### config.mk
export PLATFORM = sky130hd
export DESIGN_NAME = pwm_gen_mc_flat
export DESIGN_NICKNAME = d
export VERILOG_FILES = /design/src/rtl/pwm_gen_mc_if.sv /design/src/rtl/pwm_gen_mc.sv /design/src/flat_wrapper.sv
export SDC_FILE = /design/constraint.sdc
export NUM_CORES = 1
export LEC_CHECK = 0
export CAP_MARGIN = 40
export CORE_MARGIN = 2
export CORE_UTILIZATION = 45
export DETAILED_ROUTE_END_ITERATION = 12
export GPL_TIMING_DRIVEN = 1
export PLACE_DENSITY = 0.73
export SETUP_SLACK_MARGIN = 0.15
export SYNTH_ARGS = -nofsm -noshare
export SYNTH_HDL_FRONTEND = slang
export SYNTH_SLANG_ARGS = --single-unit
### constraint.sdc
create_clock -name clk -period 10.01 [get_ports clk]
set_input_delay 1.5015 -clock clk [delete_from_list [all_inputs] [get_ports clk]]
set_output_delay 1.5015 -clock clk [all_outputs]
set_load 0.05 [all_outputs]
### src/rtl/pwm_gen_mc_if.sv
// Configuration/status bundle between the register file (master) and
// the multi-channel PWM generator (slave).
interface pwm_gen_mc_if #(
  parameter int unsigned CH = 4,
  parameter int unsigned W  = 16
);
  logic            en;
  logic [W-1:0]    period_in;
  logic [CH*W-1:0] cmp1_in;
  logic [CH*W-1:0] cmp2_in;
  logic [CH*2-1:0] mode_in;
  logic [CH-1:0]   pol_in;
  logic [CH-1:0]   ch_en_in;
  logic            load;
  logic [W-1:0]    cnt;
  logic            period_tick;
  logic            load_pending;
  logic [CH-1:0]   pwm_out;

  modport master (
    output en, period_in, cmp1_in, cmp2_in, mode_in, pol_in, ch_en_in, load,
    input  cnt, period_tick, load_pending, pwm_out
  );

  modport slave (
    input  en, period_in, cmp1_in, cmp2_in, mode_in, pol_in, ch_en_in, load,
    output cnt, period_tick, load_pending, pwm_out
  );
endinterface

### src/rtl/pwm_gen_mc.sv
// Multi-channel PWM generator: one shared period counter, CH compare channels,
// double-buffered configuration that is applied only at the period wrap.
module pwm_gen_mc #(
  parameter int unsigned CH = 4,
  parameter int unsigned W  = 16
) (
  input logic         clk,
  input logic         rst_n,
  pwm_gen_mc_if.slave bus
);

  typedef struct packed {
    logic [W-1:0]    period;
    logic [CH*W-1:0] cmp1;
    logic [CH*W-1:0] cmp2;
    logic [CH*2-1:0] mode;
    logic [CH-1:0]   pol;
    logic [CH-1:0]   ch_en;
  } cfg_t;

  typedef enum logic [1:0] {
    MODE_LEFT  = 2'b00,
    MODE_RIGHT = 2'b01,
    MODE_WIN   = 2'b10,
    MODE_RSVD  = 2'b11
  } mode_e;

  cfg_t          cfg_in;
  cfg_t          act_q, act_d;
  cfg_t          shd_q, shd_d;
  logic          pend_q, pend_d;
  logic [W-1:0]  cnt_q, cnt_d;
  logic          tick_q, tick_d;
  logic [CH-1:0] pwm_q, pwm_d;
  logic          wrap;

  always_comb begin
    cfg_in.period = bus.period_in;
    cfg_in.cmp1   = bus.cmp1_in;
    cfg_in.cmp2   = bus.cmp2_in;
    cfg_in.mode   = bus.mode_in;
    cfg_in.pol    = bus.pol_in;
    cfg_in.ch_en  = bus.ch_en_in;
  end

  // Wrap is checked before incrementing, so cnt+1 never overflows even at period=all-ones.
  assign wrap = bus.en && (cnt_q >= act_q.period);

  always_comb begin
    cnt_d  = '0;
    tick_d = 1'b0;
    if (bus.en) begin
      if (wrap) begin
        tick_d = 1'b1;
      end else begin
        cnt_d = cnt_q + 1'b1;
      end
    end
  end

  // A wrap promotes the previous shadow first; a coincident load then refills the shadow.
  always_comb begin
    act_d  = act_q;
    shd_d  = shd_q;
    pend_d = pend_q;
    if (wrap && pend_q) begin
      act_d  = shd_q;
      pend_d = 1'b0;
    end
    if (bus.load) begin
      shd_d = cfg_in;
      if (bus.en) begin
        pend_d = 1'b1;
      end else begin
        act_d  = cfg_in;
        pend_d = 1'b0;
      end
    end
  end

  // Outputs are derived from the next count and next active set so they line up with cnt.
  always_comb begin
    logic [W-1:0] c1;
    logic [W-1:0] c2;
    mode_e        md;
    logic         raw;
    pwm_d = '0;
    c1    = '0;
    c2    = '0;
    md    = MODE_RSVD;
    raw   = 1'b0;
    for (int unsigned i = 0; i < CH; i++) begin
      c1 = act_d.cmp1[i*W +: W];
      c2 = act_d.cmp2[i*W +: W];
      md = mode_e'(act_d.mode[i*2 +: 2]);
      unique case (md)
        MODE_LEFT:  raw = (c1 != '0) && (cnt_d <= c1);
        MODE_RIGHT: raw = (cnt_d >= c1);
        MODE_WIN:   raw = (c1 < c2) && (cnt_d >= c1) && (cnt_d < c2);
        default:    raw = 1'b0;
      endcase
      pwm_d[i] = (bus.en && act_d.ch_en[i]) ? (raw ^ act_d.pol[i]) : act_d.pol[i];
    end
  end

  always_ff @(posedge clk) begin
    if (!rst_n) begin
      act_q  <= '0;
      shd_q  <= '0;
      pend_q <= 1'b0;
      cnt_q  <= '0;
      tick_q <= 1'b0;
      pwm_q  <= '0;
    end else begin
      act_q  <= act_d;
      shd_q  <= shd_d;
      pend_q <= pend_d;
      cnt_q  <= cnt_d;
      tick_q <= tick_d;
      pwm_q  <= pwm_d;
    end
  end

  assign bus.cnt          = cnt_q;
  assign bus.period_tick  = tick_q;
  assign bus.load_pending = pend_q;
  assign bus.pwm_out      = pwm_q;

endmodule

### src/flat_wrapper.sv
// flat-port wrapper written by rule: the top's interface ports become plain ports
module pwm_gen_mc_flat 
#(
  parameter int unsigned CH = 4,
  parameter int unsigned W  = 16
)
  (clk, rst_n, bus_en, bus_period_in, bus_cmp1_in, bus_cmp2_in, bus_mode_in, bus_pol_in, bus_ch_en_in, bus_load, bus_cnt, bus_period_tick, bus_load_pending, bus_pwm_out);
  pwm_gen_mc_if #(.CH(CH), .W(W)) bus_i ();
  input logic clk;
  input logic rst_n;
  input wire logic [$bits(bus_i.en)-1:0] bus_en;
  input wire logic [$bits(bus_i.period_in)-1:0] bus_period_in;
  input wire logic [$bits(bus_i.cmp1_in)-1:0] bus_cmp1_in;
  input wire logic [$bits(bus_i.cmp2_in)-1:0] bus_cmp2_in;
  input wire logic [$bits(bus_i.mode_in)-1:0] bus_mode_in;
  input wire logic [$bits(bus_i.pol_in)-1:0] bus_pol_in;
  input wire logic [$bits(bus_i.ch_en_in)-1:0] bus_ch_en_in;
  input wire logic [$bits(bus_i.load)-1:0] bus_load;
  output wire logic [$bits(bus_i.cnt)-1:0] bus_cnt;
  output wire logic [$bits(bus_i.period_tick)-1:0] bus_period_tick;
  output wire logic [$bits(bus_i.load_pending)-1:0] bus_load_pending;
  output wire logic [$bits(bus_i.pwm_out)-1:0] bus_pwm_out;
  assign bus_i.en = bus_en;
  assign bus_i.period_in = bus_period_in;
  assign bus_i.cmp1_in = bus_cmp1_in;
  assign bus_i.cmp2_in = bus_cmp2_in;
  assign bus_i.mode_in = bus_mode_in;
  assign bus_i.pol_in = bus_pol_in;
  assign bus_i.ch_en_in = bus_ch_en_in;
  assign bus_i.load = bus_load;
  assign bus_cnt = bus_i.cnt;
  assign bus_period_tick = bus_i.period_tick;
  assign bus_load_pending = bus_i.load_pending;
  assign bus_pwm_out = bus_i.pwm_out;
  pwm_gen_mc #(.CH(CH), .W(W)) u_core (.clk(clk), .rst_n(rst_n), .bus(bus_i));
endmodule
# Word-level counts from Yosys, hierarchy flattened
# Cells that the tools add are included.
# word_totals
elab_cells	91
reg_bits	342
output_inout_bits	22
# classes
n_reduce_logical	28
n_addsub	1
mux	17
bitwise_logic	4
order_cmp	17
eq_ne	8
# ops
op	n
$mux 160	3
$lt 16x16->1	8
$ge 16x16->1	5
$le 16x16->1	4
$reduce_bool 16->1	4
$mux 16	2
$logic_and 1x1->1	18
$add 16x1->16 const B	1
$pmux 1 s3	4
$eq 2x1->1 const B	4
$eq 2x2->1 const B	4
$logic_not 2->1	4
$mux 1	8
$xor 1x1->1	4
$reduce_and 2->1	1
$reduce_bool 2->1	1

# Depth between registers and ports, before layout
# Gate-level depths: netlist (run 1).
# logic_depth
word_depth	12
ltp_mapped	26

# Worst setup path after synthesis (run 1)
# OpenSTA, ideal clock, no wires.
# synth_path
path_type	input to register
start	input port bus_en
end	register u_core.pwm_q[1] (netlist: u_core.bus.pwm_out[1])
setup_time_ns	0.123
path_buffers	7
t_arrival_ns	5.740
path_slack_ns	4.147
cell_stages	20
cell_sequence	clkbuf_1 > nand2b_1 > clkbuf_1 > clkbuf_1 > buf_1 > buf_1 > clkbuf_1 > clkbuf_1 > o21ai_0 > ha_1 > nand4_1 > or2_2 > nor2_1 > o21ai_0 > a211oi_1 > o211ai_1 > nor3_1 > a21oi_1 > o32a_1 > mux2_1
# synth_between
elab_chain_cells	11
# synth_lines
item	line_no	rtl
start, declared	flat_wrapper.sv:11	input wire logic [$bits(bus_i.en)-1:0] bus_en;
$logic_and 1x1->1	pwm_gen_mc.sv:47	assign wrap = bus.en && (cnt_q >= act_q.period);
$logic_and 1x1->1	pwm_gen_mc.sv:66	if (wrap && pend_q) begin
$mux 160	pwm_gen_mc.sv:66	
$mux 160	pwm_gen_mc.sv:72	if (bus.en) begin
$mux 160	pwm_gen_mc.sv:70	if (bus.load) begin
$lt 16x16->1 or $ge 16x16->1 (tied branches)	pwm_gen_mc.sv:99, pwm_gen_mc.sv:98	
$logic_and 1x1->1 (2 in a row)	pwm_gen_mc.sv:99	MODE_WIN: raw = (c1 < c2) && (cnt_d >= c1) && (cnt_d < c2);
$pmux 1 s3	pwm_gen_mc.sv:96	unique case (md)
$xor 1x1->1	pwm_gen_mc.sv:102	pwm_d[i] = (bus.en && act_d.ch_en[i]) ? (raw ^ act_d.pol[i]) : act_d.pol[i];
$mux 1 (*)	pwm_gen_mc.sv:102	
end signal, assigned	pwm_gen_mc.sv:120	pwm_q <= pwm_d;
end, declared	pwm_gen_mc.sv:34	logic [CH-1:0] pwm_q, pwm_d;
# Mark *: on every way between the ends. The rest lies on a longest branch, timed or not.
# A chain may end at the register's enable or synchronous reset.

==> results of run 1 <==
[final timing paths]
check / start / end / slack, ns / cells after the start
max: u_core.bus.cnt[0] / u_core.bus.pwm_out[0] / 3.28 / 20
min reg2reg: u_core.shd_q[130] / u_core.shd_q[130] / 0.47 / 2
max reg2reg: u_core.bus.cnt[0] / u_core.bus.pwm_out[0] / 3.28 / 20
min: u_core.shd_q[130] / u_core.shd_q[130] / 0.47 / 2
[kinds of logic after synthesis]
group	count (synthesis)	synth area share, %
flip-flops	342	36.07
adder cells (fa/ha/maj)	195	12.84
XOR/XNOR	15	0.6920
AND/OR/NAND/NOR	898	20.35
buffers and inverters	235	4.825
multiplexers	172	9.102
AO/OA/AOI/OAI	467	16.13
[registers in the layout (all words and copies together) (netlist names)]
signal,count
u_core.bus.cnt,16
u_core.bus.period_tick,1
u_core.shd_q,160
u_core.bus.load_pending,1
u_core.bus.pwm_out,4
u_core.act_q,160
[Yosys cell counts, types with 4 or more instances]
library cell	n	area, sq um
o21ai_1	7	35.03
a31o_2	4	35.03
inv_2	4	15.01
ha_1	194	2427
nor2_1	374	1404
clkbuf_1	97	364.1
or2_2	5	31.28
o211ai_1	75	563.0
a311oi_1	20	175.2
o211a_1	7	70.07
or3_1	6	37.54
xnor2_1	5	43.79
nand2b_1	15	93.84
buf_2	15	75.07
o21a_1	9	67.56
and3_1	8	50.05
and4_1	7	61.31
a21o_1	48	360.4
a221oi_1	4	35.03
buf_1	26	97.59
nor2b_1	17	106.4
nand3_1	43	215.2
o21ai_0	36	180.2
nand2_1	312	1171
and2_1	16	100.1
dfxtp_1	342	6847
nand4_1	37	231.5
o2111ai_1	5	43.79
o22ai_1	4	25.02
a21oi_1	178	890.9
a22o_1	4	35.03
o221ai_1	4	35.03
nor4_1	13	81.33
a211oi_1	11	82.58
xor2_1	10	87.58
nor3_1	31	155.2
inv_1	90	337.8
mux2_1	4	45.04
mux2i_1	167	1672
a31oi_1	18	112.6
[routing by layer]
| layer | GRT usage (%) | vias to the layer above | share of wire (%) |
|---|---|---|---|
| met5 | 0 | - | 0 |
| met4 | 10.67 | 0 | 3.9 |
| met3 | 5.477 | 141 | 8.3 |
| met2 | 41.20 | 734 | 42 |
| met1 | 40.41 | 8387 | 46 |
| li1 | - | 8373 | - |
[report_power, final]
group          total [mW]  internal [mW]  switching (mW)  leakage, nW
clock network        1.39          0.798           0.589        0.602
logic               0.592          0.243           0.349         6.47
registers            1.47           1.44          0.0345         2.81
[through the flow]
stage / instances / util, % / setup slack, ns / hold WS [ns] / cell area [sq um]
floorplan: 2324 / - / 4.147 / 0.4452 / 18980
global placement: 2935 / 50.87 / 2.774 / 0.4563 / 21240
detailed placement: 2944 / 51.24 / 2.887 / 0.4622 / 21400
CTS: 3012 / 54.15 / 3.453 / 0.4691 / 22610
global route: 3012 / 54.15 / 3.046 / 0.4895 / 22610
finish: 3013 / 54.16 / 3.284 / 0.4727 / 22620
[area by class of cell]
| cell class | count | area [sq um] |
|---|---|---|
| sequential | 342 | 6847 |
| clock buffer | 56 | 1110 |
| antenna | 1 | 2.502 |
| multi-input combinational | 1747 | 11270 |
| inverter | 94 | 360.3 |
| tap | 539 | 674.4 |
| timing repair buffer | 222 | 2247 |
| clock inverter | 12 | 103.9 |
| fill | 3776 | 19140 |
[worst max-delay path: stages, from the launching register on]
cell and delay (ns):
dfxtp_1 0.61, inv_1 0.19, ha_1 0.32, nand2b_1 0.20, a2111oi_2 0.54, o32a_1 0.66, a21boi_4 0.33, buf_16 0.25
buf_12 0.18, a22o_1 0.25, a31oi_1 0.50, inv_1 0.16, ha_1 0.35, nand4_1 0.12, nor4_1 0.10, a2111oi_0 0.44
o2111ai_1 0.19, a31oi_1 0.17, a21oi_1 0.12, a2111oi_1 0.51, mux2_1 0.37
==> results.sh, run 1 <==
export IMPL_rows=75
export IMPL_grt_overflow_total=0
export IMPL_worstSetupStartpointType="register"
export IMPL_clockRootBuffer="clkbuf_16"
export IMPL_die_area_sq_um=43840
export IMPL_grt_pass1_vias=16836
export IMPL_hold_viol=0
export IMPL_hold_path_class="reg2reg"
export IMPL_clkTransAtPathRegs_ns=0.06
export IMPL_place_port_buffers=185
export IMPL_critPathKind="reg2reg"
export IMPL_antenna_found_initial=1
export IMPL_avgSynthCellArea_sq_um=8.168
export IMPL_cts_resized_gates=0
export IMPL_setup_viol=0
export IMPL_routedWlPerCell_um=20.85
export IMPL_finalWeightedCongestion=0.9966
export IMPL_cts_buffers=39
export IMPL_cts_sinks=342
export IMPL_drt_iter0_drc=1388
export IMPL_clk_latency_ns=0.58
export IMPL_crit_arrival_ns=7.20
export IMPL_slew_headroom_pct=37.84
export IMPL_cap_violations=0
export IMPL_cp_max_fo=78
export IMPL_grt_max_degree=152
export IMPL_synth_edf_count=0
export IMPL_grt_pass1_wl_mm=96.32
export IMPL_vdd_ir_drop_max_uv=113.4
export IMPL_synth_warning_count=0
export IMPL_routed_wl_mm=62.82
export IMPL_powerDensity_nw_per_um2=152.6
export IMPL_cts_tree="built"
export IMPL_tns_ns=0
export IMPL_max_freq_mhz=148.7
export IMPL_vias=17635
export IMPL_final_cell_mix="nor2_1 (369), dfxtp_1 (342), nand2_1 (312)"
export IMPL_mappedNetlistArea_sq_um=18980
export IMPL_yosys_most_used_dff="dfxtp_1"
export IMPL_htree_levels=2
export IMPL_rsz0062_at_grt="no"
export IMPL_core_region_area_sq_um=41760
export IMPL_cts_path_max_buffers=3
export IMPL_first_pass_iters=5
export IMPL_synthArstFlopShare_pct=0
export IMPL_holdBufCountCts=0
export IMPL_layout_commonest_cell="nor2_1"
export IMPL_ant_nets=0
export IMPL_min_period_ns=6.726
export IMPL_initial_core_util_pct=45.46
export IMPL_dpl_hpwl_mm=43.93
export IMPL_drcViolationCount=0
export IMPL_syn_nets=2682
export IMPL_cts_setup_buffers=0
export IMPL_power_total_mw=3.450
export IMPL_drive_gt1_share_pct=5.055
export IMPL_io_pins=186
export IMPL_drt_vias_per_instance=5.853
export IMPL_tightest_slew_ns=0.9324
export IMPL_finalCritPeriodShare_pct=67.20
export IMPL_synth_cells=2324
export IMPL_synth_cell_types=73
export IMPL_die_h_um=209.4
export IMPL_critPathCaptureType="register"
export IMPL_leakagePower_nw=9.881
export IMPL_synth_seq_area_share_pct=36.07
export IMPL_area_growth_pct=19.13
export IMPL_required_ns=10.48
export IMPL_nets=2804
export IMPL_grt_use_total_pct=28.03
export IMPL_die_w_um=209.4
export IMPL_fin_skew_ns=0.03115
export IMPL_ys_ff_latch=342
export IMPL_drv_slew=0
export IMPL_outcome="complete, no violations"
No activity file was read; power rests on OpenSTA's default activity.
==> run 2: changes to the inputs <==
--- a/config.mk
+++ b/config.mk
@@ -10,7 +10,7 @@
 export CORE_UTILIZATION = 45
 export DETAILED_ROUTE_END_ITERATION = 12
 export GPL_TIMING_DRIVEN = 1
-export PLACE_DENSITY = 0.73
+export PLACE_DENSITY = 0.76
 export SETUP_SLACK_MARGIN = 0.15
 export SYNTH_ARGS = -nofsm -noshare
 export SYNTH_HDL_FRONTEND = slang
==> constraint.sdc (replaced) <==
create_clock -name clk -period 6.1 [get_ports clk]
set_input_delay 0.915 -clock clk [delete_from_list [all_inputs] [get_ports clk]]
set_output_delay 0.915 -clock clk [all_outputs]
set_load 0.05 [all_outputs]
==> results.sh, run 2 (synthesis gave the netlist of run 1 again) <==
export IMPL_final_cell_mix="nor2_1 (374), dfxtp_1 (342), nand2_1 (312)"
export IMPL_finalWeightedCongestion=0.9635
export IMPL_die_w_um=209.4
export IMPL_routedWlPerCell_um=20.79
export IMPL_grt_max_degree=144
export IMPL_ant_nets=0
export IMPL_finalCritPeriodShare_pct=92.14
export IMPL_hold_path_class="reg2reg"
export IMPL_place_port_buffers=185
export IMPL_holdBufCountCts=0
export IMPL_grt_pass1_vias=16883
export IMPL_required_ns=6.52
export IMPL_cp_slowest_cell="buf_4"
export IMPL_first_pass_iters=6
export IMPL_use_met2_pct=42.70
export IMPL_tns_ns=0
export IMPL_die_area_sq_um=43840
export IMPL_grt_use_total_pct=28.03
export IMPL_nFillCells=3739
export IMPL_path_cells="ha_1 > nand4_1 > a2111o_1 > o32a_1 > a21boi_4 > buf_4 > nand2_1 > a31oi_1 > inv_1 > ha_1 > nand4_1 > or2_2 > o221ai_1 > nor3_1 > a211o_1 > nor2_1 > o211ai_1 > nor3b_2 > mux2_1"
export IMPL_outcome="complete, no violations"
export IMPL_min_period_ns=5.621
export IMPL_regArea_sq_um=6847
export IMPL_met1_usage_pct=40.46
export IMPL_routed_wl_mm=63.15
export IMPL_dpl_hpwl_mm=44.82
export IMPL_cts_buffers=39
export IMPL_critPathCaptureType="register"
export IMPL_powerDensity_nw_per_um2=259.5
export IMPL_tightest_slew_ns=0.8861
export IMPL_multiInputGateArea_sq_um=11280
export IMPL_antenna_found_initial=0
export IMPL_grtUsageMet3_pct=4.519
export IMPL_crit_arrival_ns=6.04
export IMPL_nets=2828
export IMPL_worstSetupStartpointType="register"
export IMPL_rows=75
export IMPL_clockRootBuffer="clkbuf_16"
export IMPL_leakagePower_nw=10.07
export IMPL_drive_gt1_share_pct=6.002
export IMPL_max_freq_mhz=177.9
export IMPL_drt_iter0_drc=1603
export IMPL_slew_headroom_pct=40.93
export IMPL_setup_viol=0
export IMPL_grt_busiest_layer="met2"
export IMPL_drv_slew=0
export IMPL_antenna_cells=0
export IMPL_layout_commonest_cell="nor2_1"
export IMPL_vias=17791
export IMPL_grt_pass1_wl_mm=96.66
export IMPL_clk_latency_ns=0.54
export IMPL_cp_slowest_stage_delay_ns=0.54
export IMPL_drcViolationCount=0
export IMPL_whs_ns=0.4780
export IMPL_core_region_area_sq_um=41760
export IMPL_cts_path_max_buffers=3
export IMPL_cts_tree="built"
export IMPL_initial_core_util_pct=45.46
export IMPL_io_pins=186
export IMPL_rsz0062_at_grt="yes"
export IMPL_critPathKind="reg2reg"
export IMPL_area_growth_pct=20.88
export IMPL_vdd_ir_drop_max_uv=172.1
export IMPL_grt_overflow_total=0
export IMPL_hold_viol=0
export IMPL_power_total_mw=5.955
export IMPL_cts_sinks=342
export IMPL_cp_max_fo=48
export IMPL_cap_violations=0
export IMPL_die_h_um=209.4
export IMPL_clkTransAtPathRegs_ns=0.06
export IMPL_htree_levels=2
export IMPL_drt_vias_per_instance=5.856
export IMPL_fin_skew_ns=0.01488
-- run 2: changes by cell type in the layout (fill, tap and decap cells not counted), moves of 3 or more --
cell,previous run,this run
bufinv_16,1,7
inv_6,3,0
buf_4,26,55
nor2_1,369,374
buf_8,6,1
nor2_2,5,0
-- run 2: per-stage QoR --
step                      worst slack (ns)  cell area [sq um]  std cells  util (%)
after floorplan                     0.3137              18980       2324         -
after global routing               0.03952              22950       3038     54.95
after CTS                           0.4587              22930       3038     54.91
final                               0.4793              22950       3038     54.95
after detailed placement            0.3954              21540       2968     51.57
after global placement              0.4822              21510       2967     51.51
-- run 2: report_power, final --
part           internal, mW  switching [mW]  leakage [nW]
logic                 0.409           0.575          6.58
clock network          1.60           0.958         0.678
registers              2.36          0.0560          2.81
total                  4.37            1.59          10.1
-- run 2: routing by layer --
metal	part of all wire [%]	vias to the layer above
met5	0	-
met4	3.0	0
met3	7.7	106
met2	43	750
met1	47	8515
li1	-	8420
-- run 2: layout make-up --
class	instances	share of cell area, %
multi-input combinational	1747	49.14
sequential	342	29.84
timing repair buffer	246	10.45
clock buffer	56	4.978
tap	539	2.939
inverter	94	1.570
clock inverter	14	1.091
-- run 2: worst max-delay path: cells and delay by family (launching register included) --
family / cells / cell delay (ns)
AOI/OAI and AO/OA: 7 / 2.16
DFF: 1 / 0.38
and+or+nand+nor: 7 / 1.23
adders and majority gates: 2 / 0.67
buffers and inverters: 2 / 0.65
muxes: 1 / 0.36
-- run 2: path summary, 6_finish.rpt --
kind	cells past startpoint	slack (ns)	from	endpoint
max	19	0.48	u_core.bus.cnt[15]	u_core.bus.pwm_out[3]
min	2	0.48	u_core.shd_q[158]	u_core.act_q[158]
max reg2reg	19	0.48	u_core.bus.cnt[15]	u_core.bus.pwm_out[3]
min reg2reg	2	0.48	u_core.shd_q[158]	u_core.act_q[158]
-- run 2: timing repair --
| action | 4_1_cts | 5_1_grt |
|---|---|---|
| hold endpoints to repair | 0 | 0 |
| setup endpoints to repair | 0 | 2 |
| resized for setup | 0 | 3 |
| setup buffers | 0 | 0 |
